**src/rtl/risc_pkg.sv**
```systemverilog
// Shared definitions for the multi-cycle RISC control path.
//   - fetch FSM state encoding (also exported as a debug output)
//   - opcode constants and IR field positions
//   - PC increment step
package risc_pkg;

  typedef enum logic [1:0] {
    ST_IDLE   = 2'd0,
    ST_REQ    = 2'd1,
    ST_HALTED = 2'd2
  } fetch_state_e;

  // Opcode constants, ir[31:26]
  localparam logic [5:0] OP_ALU  = 6'b000000;
  localparam logic [5:0] OP_LD   = 6'b000001;
  localparam logic [5:0] OP_ST   = 6'b000010;
  localparam logic [5:0] OP_BR   = 6'b000011;
  localparam logic [5:0] OP_BMI  = 6'b000100;
  localparam logic [5:0] OP_BPL  = 6'b000101;
  localparam logic [5:0] OP_BZ   = 6'b000110;
  localparam logic [5:0] OP_MOVE = 6'b000111;
  localparam logic [5:0] OP_ADDI = 6'b001000;
  localparam logic [5:0] OP_SUBI = 6'b001001;
  localparam logic [5:0] OP_ANDI = 6'b001010;
  localparam logic [5:0] OP_ORI  = 6'b001011;
  localparam logic [5:0] OP_CMOV = 6'b001100;
  localparam logic [5:0] OP_NOP  = 6'b111110;
  localparam logic [5:0] OP_HALT = 6'b111111;

  // IR field positions
  localparam int OPC_MSB = 31;
  localparam int OPC_LSB = 26;
  localparam int FUNC_W  = 4;

  localparam int PC_STEP = 4;

endpackage

```
**src/rtl/imem_if.sv**
```systemverilog
// Instruction-memory handshake bundle.
//   imem_req   master->slave  fetch request, held until imem_ack
//   imem_addr  master->slave  fetch address, stable while imem_req = 1
//   imem_ack   slave->master  imem_rdata valid this cycle
//   imem_rdata slave->master  fetched instruction word
// Handshake: a request is open from the first cycle imem_req is 1 up to and
// including the cycle imem_ack is 1; the word is taken in that ack cycle.
// An ack seen while imem_req is 0 carries no data and is ignored.
interface imem_if #(
  parameter int ADDR_W  = 32,
  parameter int INSTR_W = 32
);
  logic               imem_req;
  logic [ADDR_W-1:0]  imem_addr;
  logic               imem_ack;
  logic [INSTR_W-1:0] imem_rdata;

  modport master (output imem_req, imem_addr, input imem_ack, imem_rdata);
  modport slave  (input imem_req, imem_addr, output imem_ack, imem_rdata);
endinterface

```
**src/rtl/instr_fetch_unit_pc_unit.sv**
```systemverilog
// PC / NPC registers with +4 adder, branch mux and sticky misalign flag.
//   clk, rst       clock, asynchronous active-low reset
//   load_npc       npc <= pc + 4 (wraps modulo 2^ADDR_W)
//   load_pc        pc  <= branch_taken ? aligned target : npc
//   branch_taken   select branch target on load_pc
//   branch_target  branch address; low two bits are dropped
//   pc, npc        register outputs
//   misalign       set when a taken branch had a non-word-aligned target
module pc_unit
  import risc_pkg::*;
#(
  parameter int                ADDR_W   = 32,
  parameter logic [ADDR_W-1:0] RESET_PC = '0
) (
  input  logic              clk,
  input  logic              rst,
  input  logic              load_npc,
  input  logic              load_pc,
  input  logic              branch_taken,
  input  logic [ADDR_W-1:0] branch_target,
  output logic [ADDR_W-1:0] pc,
  output logic [ADDR_W-1:0] npc,
  output logic              misalign
);

  logic [ADDR_W-1:0] r_pc;
  logic [ADDR_W-1:0] r_npc;
  logic              r_misalign;
  logic [ADDR_W-1:0] w_pc_next;

  assign w_pc_next = branch_taken ? {branch_target[ADDR_W-1:2], 2'b00} : r_npc;

  always_ff @(posedge clk or negedge rst) begin
    if (!rst) begin
      r_pc       <= RESET_PC;
      r_npc      <= RESET_PC;
      r_misalign <= 1'b0;
    end else begin
      if (load_npc) r_npc <= r_pc + ADDR_W'(PC_STEP);
      if (load_pc) begin
        r_pc <= w_pc_next;
        if (branch_taken && (branch_target[1:0] != 2'b00)) r_misalign <= 1'b1;
      end
    end
  end

  assign pc       = r_pc;
  assign npc      = r_npc;
  assign misalign = r_misalign;

endmodule

```
**src/rtl/instr_fetch_unit.sv**
```systemverilog
// Instruction fetch unit: fetch FSM, fetch buffer, IR, and the PC unit.
//   clk, rst             clock, asynchronous active-low reset
//   ReadIM ... HALT      control strobes from the multi-cycle control FSM
//   branch_taken/_target branch decision and address from the datapath
//   imem                 instruction-memory handshake (master side)
//   fetch_busy           fetch outstanding; control FSM stalls while 1
//   pc, npc, ir          architectural registers
//   opcode, func         decoded IR fields
//   misalign, halted     status flags
//   dbg_state            current fetch FSM state
module instr_fetch_unit
  import risc_pkg::*;
#(
  parameter int                ADDR_W   = 32,
  parameter int                INSTR_W  = 32,
  parameter logic [ADDR_W-1:0] RESET_PC = '0
) (
  input  logic               clk,
  input  logic               rst,
  input  logic               ReadIM,
  input  logic               LoadNPC,
  input  logic               LoadIR,
  input  logic               LoadPC,
  input  logic               HALT,
  input  logic               branch_taken,
  input  logic [ADDR_W-1:0]  branch_target,
  imem_if.master             imem,
  output logic               fetch_busy,
  output logic [ADDR_W-1:0]  pc,
  output logic [ADDR_W-1:0]  npc,
  output logic [INSTR_W-1:0] ir,
  output logic [5:0]         opcode,
  output logic [3:0]         func,
  output logic               misalign,
  output logic               halted,
  output fetch_state_e       dbg_state
);

  fetch_state_e       r_state, w_next;
  logic [ADDR_W-1:0]  r_addr;
  logic [INSTR_W-1:0] r_buf;
  logic               r_buf_v;
  logic [INSTR_W-1:0] r_ir;
  logic               w_run;
  logic               w_start;
  logic               w_ack;

  // HALT wins over every other strobe, including in the cycle it arrives.
  assign w_run   = !HALT && (r_state != ST_HALTED);
  assign w_start = w_run && (r_state == ST_IDLE) && ReadIM;
  // Acks only count while a request is open; late acks after HALT or
  // reset find the FSM elsewhere and are dropped.
  assign w_ack   = w_run && (r_state == ST_REQ) && imem.imem_ack;

  always_ff @(posedge clk or negedge rst) begin
    if (!rst) r_state <= ST_IDLE;
    else      r_state <= w_next;
  end

  always_comb begin
    w_next = r_state;
    if (HALT) begin
      w_next = ST_HALTED;
    end else begin
      case (r_state)
        ST_IDLE:   if (ReadIM) w_next = ST_REQ;
        ST_REQ:    if (imem.imem_ack) w_next = ST_IDLE;
        ST_HALTED: w_next = ST_HALTED;
        default:   w_next = ST_IDLE;
      endcase
    end
  end

  always_ff @(posedge clk or negedge rst) begin
    if (!rst) begin
      r_addr  <= RESET_PC;
      r_buf   <= '0;
      r_buf_v <= 1'b0;
      r_ir    <= '0;
    end else begin
      if (w_start) begin
        r_addr  <= pc;
        r_buf_v <= 1'b0;
      end
      if (w_ack) begin
        r_buf   <= imem.imem_rdata;
        r_buf_v <= 1'b1;
      end
      if (w_run && LoadIR) begin
        if (w_ack)        r_ir <= imem.imem_rdata;
        else if (r_buf_v) r_ir <= r_buf;
      end
    end
  end

  pc_unit #(.ADDR_W(ADDR_W), .RESET_PC(RESET_PC)) u_pc_unit (
    .clk           (clk),
    .rst           (rst),
    .load_npc      (LoadNPC && w_run),
    .load_pc       (LoadPC && w_run),
    .branch_taken  (branch_taken),
    .branch_target (branch_target),
    .pc            (pc),
    .npc           (npc),
    .misalign      (misalign)
  );

  assign imem.imem_req  = (r_state == ST_REQ);
  assign imem.imem_addr = r_addr;
  assign fetch_busy     = (r_state == ST_REQ);
  assign ir             = r_ir;
  assign opcode         = r_ir[OPC_MSB:OPC_LSB];
  assign func           = r_ir[FUNC_W-1:0];
  assign halted         = (r_state == ST_HALTED);
  assign dbg_state      = r_state;

endmodule

```
**src/flat_wrapper.sv**
```systemverilog
// flat-port wrapper written by rule: the top's interface ports become plain ports
module instr_fetch_unit_flat import risc_pkg::*;
#(
  parameter int                ADDR_W   = 32,
  parameter int                INSTR_W  = 32,
  parameter logic [ADDR_W-1:0] RESET_PC = '0
)
  (clk, rst, ReadIM, LoadNPC, LoadIR, LoadPC, HALT, branch_taken, branch_target, fetch_busy, pc, npc, ir, opcode, func, misalign, halted, dbg_state, imem_imem_req, imem_imem_addr, imem_imem_ack, imem_imem_rdata);
  imem_if #(.ADDR_W(ADDR_W), .INSTR_W(INSTR_W)) imem_i ();
  input  logic clk;
  input  logic rst;
  input  logic ReadIM;
  input  logic LoadNPC;
  input  logic LoadIR;
  input  logic LoadPC;
  input  logic HALT;
  input  logic branch_taken;
  input  logic [ADDR_W-1:0] branch_target;
  output logic fetch_busy;
  output logic [ADDR_W-1:0] pc;
  output logic [ADDR_W-1:0] npc;
  output logic [INSTR_W-1:0] ir;
  output logic [5:0] opcode;
  output logic [3:0] func;
  output logic misalign;
  output logic halted;
  output fetch_state_e dbg_state;
  output wire logic [$bits(imem_i.imem_req)-1:0] imem_imem_req;
  output wire logic [$bits(imem_i.imem_addr)-1:0] imem_imem_addr;
  input wire logic [$bits(imem_i.imem_ack)-1:0] imem_imem_ack;
  input wire logic [$bits(imem_i.imem_rdata)-1:0] imem_imem_rdata;
  assign imem_imem_req = imem_i.imem_req;
  assign imem_imem_addr = imem_i.imem_addr;
  assign imem_i.imem_ack = imem_imem_ack;
  assign imem_i.imem_rdata = imem_imem_rdata;
  instr_fetch_unit #(.ADDR_W(ADDR_W), .INSTR_W(INSTR_W), .RESET_PC(RESET_PC)) u_core (.clk(clk), .rst(rst), .ReadIM(ReadIM), .LoadNPC(LoadNPC), .LoadIR(LoadIR), .LoadPC(LoadPC), .HALT(HALT), .branch_taken(branch_taken), .branch_target(branch_target), .imem(imem_i), .fetch_busy(fetch_busy), .pc(pc), .npc(npc), .ir(ir), .opcode(opcode), .func(func), .misalign(misalign), .halted(halted), .dbg_state(dbg_state));
endmodule
```
**config.mk**
```make
export PLATFORM = sky130hd
export DESIGN_NAME = instr_fetch_unit_flat
export DESIGN_NICKNAME = d
export VERILOG_FILES = /design/src/rtl/risc_pkg.sv /design/src/rtl/imem_if.sv /design/src/rtl/instr_fetch_unit_pc_unit.sv /design/src/rtl/instr_fetch_unit.sv /design/src/flat_wrapper.sv
export SDC_FILE = /design/constraint.sdc
export NUM_CORES = 1
export LEC_CHECK = 0
export BUFFER_PORTS_ARGS = -buffer_cell sky130_fd_sc_hd__buf_4
export CAP_MARGIN = 20
export CORE_AREA = 5 5 148 150
export CTS_CLUSTER_DIAMETER = 200
export DETAILED_ROUTE_END_ITERATION = 10
export DIE_AREA = 0 0 153 155
export GPL_TIMING_DRIVEN = 1
export SLEW_MARGIN = 5
export SYNTH_ARGS = -nofsm -noshare
export SYNTH_HDL_FRONTEND = slang
export SYNTH_SLANG_ARGS = --single-unit
```
**constraint.sdc**
```tcl
create_clock -name clk -period 6.25 [get_ports clk]
set_input_delay 1.5625 -clock clk [delete_from_list [all_inputs] [get_ports clk]]
set_output_delay 1.5625 -clock clk [all_outputs]
set_load 0.1 [all_outputs]
```
## Word-level counts from Yosys, hierarchy flattened

Index checks and enable logic that the tools add are counted.

| storage, ports and cells | value |
|---|---|
| register bits | 164 |
| input bits | 73 |
| output and inout port bits | 144 |

| operators by class | value |
|---|---|
| add/sub/neg operators | 1 |
| equal/unequal tests | 5 |
| muxes and demuxes | 9 |
| reduce and logical (&&, ||, !) cells | 17 |

Operators with widths:

| cell | count |
|---|---|
| $mux 32 | 3 |
| $add 32x3->32 const B | 1 |
| $logic_and 1x1->1 | 9 |
| $mux 2 | 3 |
| $pmux 2 s3 | 1 |
| $reduce_and 2->1 | 3 |
| $reduce_bool 2->1 | 3 |
| $ne 3x2->1 const B | 1 |
| $ne 3x3->1 const B | 1 |
| $eq 2x1->1 const B | 1 |
| $eq 2x2->1 const B | 1 |
| $logic_not 2->1 | 1 |
| $mux 1 | 2 |
| $ne 2x2->1 const B | 1 |
| $logic_not 1->1 | 1 |

## Logic depth before layout (Yosys ltp)

Gate-level depths: netlist (run 1).

| logic depth | value |
|---|---|
| depth in word-level cells | 6 |
| depth in mapped cells | 7 |

## By module

A second synthesis (run 1) with hierarchy kept.

| second synthesis, totals | value |
|---|---|
| cells, all modules | 571 |
| area, all modules | 7,349.5 µm² |

Modules (own cells, without submodules):

| module | times used | cells an instance | area an instance (µm²) | sequential area each (µm²) |
|---|---|---|---|---|
| instr_fetch_unit | 1 | 234 | 4,028.9 | 2,477.4 |
| pc_unit | 1 | 337 | 3,320.7 | 1,626.6 |

## Worst setup path before layout (run 1)

Ideal clock, no wire load.

| timing path | value |
|---|---|
| path type | register to output |
| start point | reg u_core.r_state[0] (netlist: u_core.dbg_state[0]) |
| end point | out imem_imem_req |
| arrival | 2.924 ns |
| slack | 1.764 ns |
| cell stages (with the launch flop) | 3 |
| cell sequence | dfrtp_1 nor2b_1 buf_4 |

| between the ends | value |
|---|---|
| word-level cells in the longest chain between the ends | 1 |

RTL lines:

| element | RTL line | RTL |
|---|---|---|
| start: declaration | instr_fetch_unit.sv:39 | `fetch_state_e r_state, w_next;` |
| start signal: assignment | instr_fetch_unit.sv:57 | `else r_state <= w_next;` |
| $eq 2x1->1 | n/a |  |
| end: declaration | flat_wrapper.sv:28 | `output wire logic [$bits(imem_i.imem_req)-1:0] imem_imem_req;` |

No other way between the ends.

## Worst setup path after layout (run 1)

| timing path | value |
|---|---|
| start point | in HALT |
| end point | reg u_core.r_ir[7] (netlist: u_core.ir[7]) |

| between the ends | value |
|---|---|
| word-level cells in the longest chain between the ends | 6 |

RTL lines:

| element | RTL line | RTL |
|---|---|---|
| start: declaration | flat_wrapper.sv:16 | `input logic HALT;` |
| $logic_not 1->1 (*) | instr_fetch_unit.sv:49 | `assign w_run = !HALT && (r_state != ST_HALTED);` |
| $logic_and 1x1->1 (*) | instr_fetch_unit.sv:49 |  |
| $logic_and 1x1->1 (2 in a row) | instr_fetch_unit.sv:53 | `assign w_ack = w_run && (r_state == ST_REQ) && imem.imem_ack;` |
| $reduce_bool 2->1 (no source line) | n/a |  |
| $reduce_and 2->1 (no source line) | n/a |  |
| end signal: assignment | instr_fetch_unit.sv:90 | `if (w_ack) r_ir <= imem.imem_rdata;` |
| end signal: assignment | instr_fetch_unit.sv:91 | `else if (r_buf_v) r_ir <= r_buf;` |
| end: declaration | instr_fetch_unit.sv:43 | `logic [INSTR_W-1:0] r_ir;` |

Mark *: on every way between the ends. The rest lies on a longest branch, timed or not.
A chain may end at the register's enable or synchronous reset.

==> results of run 1 <==
==> Yosys cell counts, types with 2 or more instances <==
cell,instances
buf_6,2
nor2_1,62
inv_1,8
a21oi_1,42
xor2_1,6
o21ai_0,6
and4_1,3
nand2b_1,3
nand3b_1,2
xnor2_1,6
buf_2,6
dfrtp_1,164
nand2_1,8
clkbuf_1,23
buf_4,12
clkbuf_8,2
nand4_1,3
nor3_1,3
a31oi_1,16
mux2i_1,31
or4_1,13
or3_1,4
nand3_1,8
o31ai_1,12
mux2_2,98
nor2b_1,2
==> final cells by class <==
| cell class | instances | share of cell area, % |
|---|---|---|
| clock buffer | 17 | 4.509 |
| clock inverter | 15 | 1.777 |
| inverter | 8 | 0.3183 |
| multi-input combinational | 345 | 28.31 |
| sequential | 164 | 43.50 |
| tap | 275 | 3.647 |
| timing repair buffer | 225 | 17.94 |
==> cell usage in the layout (no fill, tap or decap), drive strengths merged <==
cell type,count
xnor2,6
nor3,3
o211ai,1
bufinv,1
nand3,9
or4b,2
nand2b,3
inv,15
nor3b,2
clkinv,4
nor2,62
nand3b,2
dfrtp,164
and3,2
o21ai,6
xor2,6
a31oi,16
nand4,4
o31ai,12
or2,1
nand2,8
nor2b,2
or3,5
nor4bb,1
and4,4
clkbuf,17
or4,13
mux2,99
or3b,1
mux2i,31
a211oi,1
a21oi,42
buf,225
ha,1
clkinvlp,3
==> routing by layer <==
metal | track usage (%) | vias to the layer above
met1 | 18.65 | 2528
met3 | 4.534 | 14
met2 | 26.09 | 138
li1 | - | 2392
met4 | 3.479 | 0
met5 | 0 | -
==> per-stage QoR <==
stage / instance area [sq um] / hold WS [ps]
after global placement: 8842 / 451.1
after global routing: 9435 / 517.4
after floorplan: 7034 / 448.7
after detailed placement: 8842 / 454.4
final: 9435 / 471.3
after CTS: 9435 / 474.0
==> report_power, final <==
group | switching [uW] | total (uW) | internal [uW]
Combinational | 919 | 1170 | 251
Clock | 471 | 1040 | 568
Sequential | 138 | 1300 | 1170
==> state kept, by name, indices dropped and copies added, names as in the netlist <==
signal,cells
u_core.dbg_state,2
u_core.imem.imem_addr,32
u_core.ir,32
u_core.r_buf,32
u_core.r_buf_v,1
u_core.u_pc_unit.misalign,1
u_core.u_pc_unit.npc,32
u_core.u_pc_unit.pc,32
==> worst max-delay path, stage by stage <==
cell,delay [ps]
buf_4,150
nor4bb_4,250
buf_4,430
nor2_1,100
or3b_1,690
buf_4,350
mux2_1,320
==> cells by family (layout without fill, tap and decap cells) <==
group | after synthesis | count (layout) | synth area share [%]
buffers and inverters | 54 | 265 | 4.127
DFF | 164 | 164 | 58.34
xor gates and xnor gates | 12 | 12 | 1.494
and+or+nand+nor | 124 | 124 | 9.267
AOI/OAI and AO/OA | 78 | 78 | 6.332
adders and majority gates | 1 | 1 | 0.1778
muxes | 130 | 130 | 20.26
==> worst max path at each step <==
| stage | start | endpoint | cells after the start |
|---|---|---|---|
| 2_1_floorplan | u_core.dbg_state[0] | imem_imem_req | 2 |
| 3_3_place_gp | HALT | u_core.ir[7] | 7 |
| 3_5_place_dp | HALT | u_core.ir[7] | 7 |
| 4_1_cts | HALT | u_core.ir[7] | 7 |
| 5_1_grt | HALT | u_core.ir[7] | 7 |
| 6_report | HALT | u_core.ir[7] | 7 |
==> results_dict.tcl, run 1 <==
set metrics [dict create \
    syn2layout_area_growth_pct 34.13 \
    cts_buffer_depth 2 \
    antenna_left 0 \
    synth_area_sq_um 7034 \
    hp-start "u_core.u_pc_unit.misalign" \
    cp-start-kind "input pin" \
    synth_seq_cells 164 \
    dp_slack_ps 2230 \
    ys_top_cells_by_area "dfrtp_1 (58%), mux2_2 (16%), mux2i_1 (4.4%)" \
    clkTransAtPathRegs_ps 70 \
    cap_violations 0 \
    htree_levels 4 \
    path_class "input pin to flip-flop" \
    placedCellCount 1017 \
    antenna_found_initial 0 \
    drc 0 \
    fp.dieArea_sq_um 23720 \
    cts_root_buffer "clkbuf_16" \
    yosysSeqAreaShare_pct 58.34 \
    die-height_um 155 \
    die_x_um 153 \
    hold_class "flip-flop to flip-flop" \
    grtUsageTotal_pct 15.06 \
    cp_max_fo 33 \
    syn_nets 637 \
    wl_met3_um 964 \
    layout.nets 835 \
    skew_ps 8.419 \
    met2_length_mm 9.072 \
    start_util_pct 34.22 \
    tns_ps 0 \
    worstPathArrival_ps 3870 \
    grt_first_pass_wirelength_mm 28.81 \
    fillers 1929 \
    cts_sinks 164 \
    clk_latency_ps 420 \
    multiInputGateArea_sq_um 2671 \
    io_buffers 216 \
    layout-drive-gt1-share_pct 47.16 \
    cts_setup_buffers 0 \
    viasPerCell 4.835 \
    n_antenna_cell 0 \
    synthCells 563 \
    yosys.area.top_type_share_pct 58.34 \
    cts_hold_buf 0 \
    crit_path_end_kind "flip-flop" \
    post_cts_resized 0 \
    p_total_uw 3513 \
    hold_end "u_core.u_pc_unit.misalign" \
    clock.fmax_mhz 280.7 \
    r2r_end "u_core.ir[7]" \
    drt-total-wl_mm 17.93 \
    hold_depth 1 \
    maxSlewHeadroom_pct 31.14 \
    wl_per_cell_um 17.10 \
    final_cells 1049 \
    yosysWarningCount 0 \
    drtIter0Drc 194 \
    rsz0062_at_grt "false" \
    fp-row-count 53 \
    ir_worst_vdd_uv 246.4 \
    seqCellArea_sq_um 4104 \
    grt_pass1_vias 5320 \
    cp.required_ps 6560 \
    numCtsBuffers 17 \
    fin_util_pct 45.90 \
    hold_viol 0 \
    synthFlopType "dfrtp_1" \
    cts_tree "done" \
    num_vias 5072 \
    routabilityCongestion 0.7936 \
    drt_pass1_iterations 4 \
    leakage_uw 0.004669 \
    async_flop_share_pct 100.0 \
    r2r_cells 6 \
    post-route-period-util_pct 56.99 \
    fin_crit_ps 3562 \
    setup_viol_count_final 0 \
    setup_ws_ps 2688 \
    worst_pin_slew_ps 1032 \
    power_density_nw_per_um2 372.4 \
    synth_edf_count 0 \
    grt_max_degree 60 \
    hpwl_mm 12.96 \
    grt.overflow.total 0 \
    ys_types 44 \
    syn_avg_cell_area_sq_um 12.49 \
    synth_top_area_cell "dfrtp_1" \
    status "finished, final reports clean" \
    wl_met1_mm 7.699 \
    reg2reg_from "u_core.dbg_state[1]" \
    ioPinCount 217 \
    r2r_setup_slack_ps 3430 \
    coreArea_sq_um 20560 \
    dr.max_layer_used "met4" \
    report.final.slew_viol_count 0 \
]
Power figures use the tool's default switching activity.
==> run 2: changes to the inputs <==
- clock period: 6.25 -> 3.1 ns (I/O delays scaled with it)
==> run 2 against run 1 <==
Compared with the run above: cell area rose by 0.34%; clock skew is 1.3 ps higher; first-iteration DRC count down 26%; worst setup slack worse by 2100 ps; critical path depth is 2 lower; sequential share of layout area is 0.15 points lower; core utilization up 0.16 points; routed wire length decreased by 0.20%; power is 100% higher; clock power increased by 98%; combinational power grew 100%; largest power group unchanged.
==> results_dict.tcl, run 2 (synthesis results as in run 1) <==
set metrics [dict create \
    tns_ps 0 \
    cts_buffer_depth 2 \
    cp_max_fo 16 \
    clock.fmax_mhz 398.3 \
    cts_sinks 164 \
    ir_worst_vdd_uv 456.7 \
    num_vias 5095 \
    grt_max_degree 69 \
    cp_cell_sequence "ha_1 -> nand3_2 -> or4_1 -> or4_1 -> a31oi_1" \
    drt-total-wl_mm 17.90 \
    cp_common_cell "or4_1" \
    die-height_um 155 \
    power_density_nw_per_um2 745.0 \
    hold_class "input pin to asynchronous set/reset pin" \
    antenna_found_initial 0 \
    layout-drive-gt1-share_pct 47.55 \
    seqCellArea_sq_um 4104 \
    post_cts_resized 0 \
    crit_path_end_kind "flip-flop" \
    coreArea_sq_um 20560 \
    grt_first_pass_wirelength_mm 28.54 \
    drt_pass1_iterations 4 \
    cp.required_ps 3430 \
    grtUsageMet2_pct 24.51 \
    hpwl_mm 12.61 \
    whs_ps 356.4 \
    fillers 1924 \
    design_area_sq_um 9468 \
    use_met3_pct 4.618 \
    grtUsageTotal_pct 14.88 \
    slowest_delay_ps 800 \
    hold_viol 0 \
    grt.overflow.total 0 \
    leakage_uw 0.004682 \
    antenna_left 0 \
    layout_common_cells "buf_4 (224), dfrtp_1 (164), mux2_2 (98)" \
    fp.dieArea_sq_um 23720 \
    final_cells 1051 \
    path_class "flip-flop to flip-flop" \
    cts_hold_buf 0 \
    worst_pin_slew_ps 667.4 \
    start_util_pct 34.22 \
    skew_ps 9.672 \
    post-route-period-util_pct 80.99 \
    ioPinCount 217 \
    report.final.slew_viol_count 0 \
    drtIter0Drc 143 \
    viasPerCell 4.848 \
    drc 0 \
    io_buffers 216 \
    grt_util_met1_pct 19.29 \
    maxSlewHeadroom_pct 55.51 \
    cts_tree "done" \
    wl_per_cell_um 17.03 \
    fp-row-count 53 \
    grt-busiest-layer "met2" \
    worstPathArrival_ps 2840 \
    cp_slowest_cell "or4_1" \
    setup_viol_count_final 0 \
    crit_family "simple AND/OR/NAND/NOR gates" \
    cts_root_buffer "clkbuf_16" \
    crit_buf_inv 0 \
    multiInputGateArea_sq_um 2676 \
    rsz0062_at_grt "false" \
    clkTransAtPathRegs_ps 70 \
    layout.nets 837 \
    routabilityCongestion 0.7753 \
    numCtsBuffers 17 \
    cap_violations 0 \
    cts_setup_buffers 0 \
    die_x_um 153 \
    placedCellCount 1019 \
    htree_levels 4 \
    status "finished, final reports clean" \
    fin_util_pct 46.06 \
    clk_latency_ps 420 \
    cp-start-kind "flip-flop" \
    grt_pass1_vias 5299 \
    syn2layout_area_growth_pct 34.60 \
    fin_crit_ps 2511 \
    final_common_cell "buf_4" \
    place_area_sq_um 8887 \
    n_antenna_cell 0 \
]
## run 2: changes by cell type in the layout (fill, tap and decap cells not counted), sizes merged
cell | before | now
inv | 15 | 18
bufinv | 1 | 0
buf | 225 | 227
clkinv | 4 | 2
## run 2: layout make-up
class / count / share of cell area [%]
Clock buffer: 17 / 4.493
Clock inverter: 15 / 1.639
Inverter: 8 / 0.3172
Multi-Input combinational cell: 345 / 28.27
Sequential cell: 164 / 43.35
Tap cell: 275 / 3.634
Timing Repair Buffer: 227 / 18.30
## run 2: power by group
group / internal, uW / switching, uW / leakage [uW]
combinational: 511 / 1860 / 0.00226
sequential: 2350 / 275 / 0.00215
clock: 1080 / 980 / 0.000278
total: 3940 / 3110 / 0.00468
## run 2: through the flow
| stage | setup WS [ps] | total power [uW] |
|---|---|---|
| final | 589.4 | 7054 |
| after global routing | 418.8 | 7349 |
| after CTS | 566.4 | 7140 |
| after detailed placement | 588.4 | 5049 |
| after global placement | 694.9 | 5027 |
| after floorplan | -83.83 | 4411 |
## run 2: metal layers
metal	wire length (um)	vias to the layer above
li1	-	2408
met1	8117	2518
met5	0	-
met2	8552	155
met3	1004	14
met4	224	0
## run 2: final timing paths
| kind | depth (start not counted) | slack (ps) | from | endpoint |
|---|---|---|---|---|
| setup reg to reg | 5 | 590 | u_core.u_pc_unit.pc[2] | u_core.u_pc_unit.npc[26] |
| setup / recovery | 5 | 590 | u_core.u_pc_unit.pc[2] | u_core.u_pc_unit.npc[26] |
| min in group clk | 1 | 490 | u_core.u_pc_unit.misalign | u_core.u_pc_unit.misalign |
| hold / removal | 1 | 360 | rst | u_core.r_buf[30] |
| max in group asynchronous | 2 | 1980 | rst | u_core.ir[15] |
| hold reg to reg | 1 | 490 | u_core.u_pc_unit.misalign | u_core.u_pc_unit.misalign |
==> run 3: changes to the inputs <==
- ABC_AREA: unset -> 1
- CORE_AREA: 5 5 148 150 -> 5 5 151 153
- DIE_AREA: 0 0 153 155 -> 0 0 156 158
- clock period: 3.1 -> 2.33 ns (I/O delays scaled with it)
==> run 3 against run 2 <==
Compared with the run above: die area rose by 3.9%; clock power rose by 44%; worst setup slack got worse by 310 ps; cell count rose by 29%; non-clock buffer count rose by 5; synthesized cell count rose by 53%; global-route usage rose by 2.7 points; power rose by 34%; register-to-register slack got worse by 230 ps; flip-flop and latch count did not move; combinational power rose by 31%; critical path type is now flip-flop to output port.
==> results_dict.tcl, run 3 <==
set metrics [dict create \
    crit_buf_inv 3 \
    worstPathArrival_ps 1470 \
    layout.nets 1140 \
    skew_ps 8.282 \
    cp_slowest_cell "dfrtp_4" \
    grtUsageTotal_pct 17.54 \
    synth_edf_count 0 \
    syn2layout_area_growth_pct 35.01 \
    hold_class "input pin to asynchronous set/reset pin" \
    synthCells 864 \
    fp-row-count 54 \
    num_vias 6327 \
    cts_buffer_depth 2 \
    r2r_cells 8 \
    yosys.area.top_type_share_pct 56.20 \
    cts_root_buffer "clkbuf_16" \
    cp_max_fo 4 \
    cts_setup_buffers 0 \
    coreArea_sq_um 21420 \
    yosysSeqAreaShare_pct 56.20 \
    status "finished, final reports clean" \
    clock.fmax_mhz 487.9 \
    clk_latency_ps 420 \
    post_cts_resized 0 \
    synthFlopType "dfrtp_1" \
    report.final.slew_viol_count 0 \
    synth_top_area_cell "dfrtp_1" \
    layout_common_cells "nand2_1 (288), buf_4 (221), dfrtp_1 (162)" \
    leakage_uw 0.005115 \
    path_class "flip-flop to output port" \
    antenna_found_initial 0 \
    synth_seq_cells 164 \
    fin_crit_ps 2050 \
    power.internal_uw 5454 \
    routabilityCongestion 0.9043 \
    hpwl_mm 15.43 \
    synth.most_common_cell "nand2_1" \
    grt_pass1_vias 6244 \
    cts_hold_buf 0 \
    viasPerCell 4.656 \
    cp_cell_sequence "inv_2 -> nand2_2 -> inv_2 -> buf_4" \
    rsz0062_at_grt "false" \
    tns_ps 0 \
    grt_first_pass_wirelength_mm 34.15 \
    ir_worst_vdd_uv 581.2 \
    cts_tree "done" \
    drtIter0Drc 332 \
    crit_path_end_kind "output port" \
    ioPinCount 217 \
    fin_util_pct 46.03 \
    htree_levels 4 \
    final_common_cell "nand2_1" \
    ys_top_cells_by_area "dfrtp_1 (56%), nand2_1 (15%), o21ai_0 (7.9%)" \
    n_antenna_cell 0 \
    drc 0 \
    die-height_um 158 \
    cp-start-kind "flip-flop" \
    hold_viol 0 \
    layout-drive-gt1-share_pct 27.62 \
    switching_share_pct 42.29 \
    setup_viol_count_final 0 \
    die_x_um 156 \
    p_comb_share_pct 32.8 \
    syn_avg_cell_area_sq_um 8.451 \
    multiInputGateArea_sq_um 2569 \
    p_switching_uw 3996 \
    seqCellArea_sq_um 4109 \
    grt_max_degree 66 \
    cp.required_ps 1750 \
    worst-path-stages 4 \
    start_util_pct 34.09 \
    io_buffers 216 \
    ys_top_cells_by_count "nand2_1 (288), dfrtp_1 (164), o21ai_0 (115)" \
    async_flop_share_pct 100.0 \
    grt.overflow.total 0 \
    fillers 2155 \
    ys_types 27 \
    slowest_delay_ps 500 \
    worst_pin_slew_ps 581.7 \
    syn_nets 938 \
    cp_common_cell "inv_2" \
    clock_power_share_pct 31.4 \
    cts_sinks 164 \
    drt_pass1_iterations 5 \
    numCtsBuffers 17 \
    drt-total-wl_mm 21.51 \
    seq_power_share_pct 35.8 \
    post-route-period-util_pct 87.97 \
    crit_family "flip-flops" \
    yosysWarningCount 0 \
    synth_area_sq_um 7302 \
    antenna_left 0 \
    fp.dieArea_sq_um 24650 \
    cap_violations 0 \
    wl_per_cell_um 15.82 \
    maxSlewHeadroom_pct 61.22 \
    clkTransAtPathRegs_ps 60 \
    power_density_nw_per_um2 958.7 \
]
## run 3: power by group through the flow
stage | Sequential [uW] | Combinational [uW] | Clock (uW)
2_1_floorplan | 5240 | 437 | 0
3_3_place_gp | 3440 | 3100 | 0
3_5_place_dp | 3430 | 3120 | 0
4_1_cts | 3390 | 3120 | 3020
5_1_grt | 3420 | 3260 | 3130
6_report | 3380 | 3100 | 2970
## run 3: metrics by stage
step                total power, uW  std cells  cell area [sq um]  hold slack (ps)  worst slack (ps)
floorplan                      5677        864               7315            286.9             61.68
global placement               6539       1327               9244            448.8             395.4
detailed placement             6549       1327               9244            467.2             358.7
CTS                            9534       1359               9858            122.8             243.7
global route                   9813       1359               9858            149.4             210.5
finish                         9451       1359               9858            118.1             280.3
## run 3: cell families after synthesis
kind of cell | share of synthesized area (%)
buffers and inverters | 8.859
adders and majority gates | 0.1713
DFF | 56.20
AOI/OAI and AO/OA | 11.81
xor gates and xnor gates | 0.7197
and+or+nand+nor | 22.24
## run 3: path summary, 6_finish.rpt
kind	startpoint	end	slack [ps]
worst max-delay path	u_core.dbg_state[0]	halted	280
worst min-delay path	rst	u_core.ir[4]	120
worst max register to register	u_core.u_pc_unit.pc[2]	u_core.u_pc_unit.npc[12]	360
worst min register to register	u_core.u_pc_unit.misalign	u_core.u_pc_unit.misalign	480
max in group asynchronous	rst	u_core.imem.imem_addr[27]	1590
min in group clk	ReadIM	u_core.r_buf_v	390
## run 3: worst register-to-register path, cell delays in order, from the launching register on
cell,delay [ps]
dfrtp_1,390
ha_1,170
nand2_1,90
nor2_1,230
nand2_1,230
nor2_1,410
nand2_1,130
nand3_1,100
o21ai_0,80
## run 3: layout make-up
class                      instances  area share, %
sequential                       164          41.68
multi-input combinational        559          26.06
timing repair buffer             232          18.97
clock buffer                      19          4.493
tap                              280          3.554
inverter                          92          3.503
clock inverter                    13          1.739
## run 3: metal layers
metal,GRT usage [%],vias to the layer above,share of wire (%)
li1,-,3123,-
met1,24.35,2947,46
met2,26.71,227,44
met3,4.593,30,7.6
met4,6.086,0,2.0
met5,0,-,0
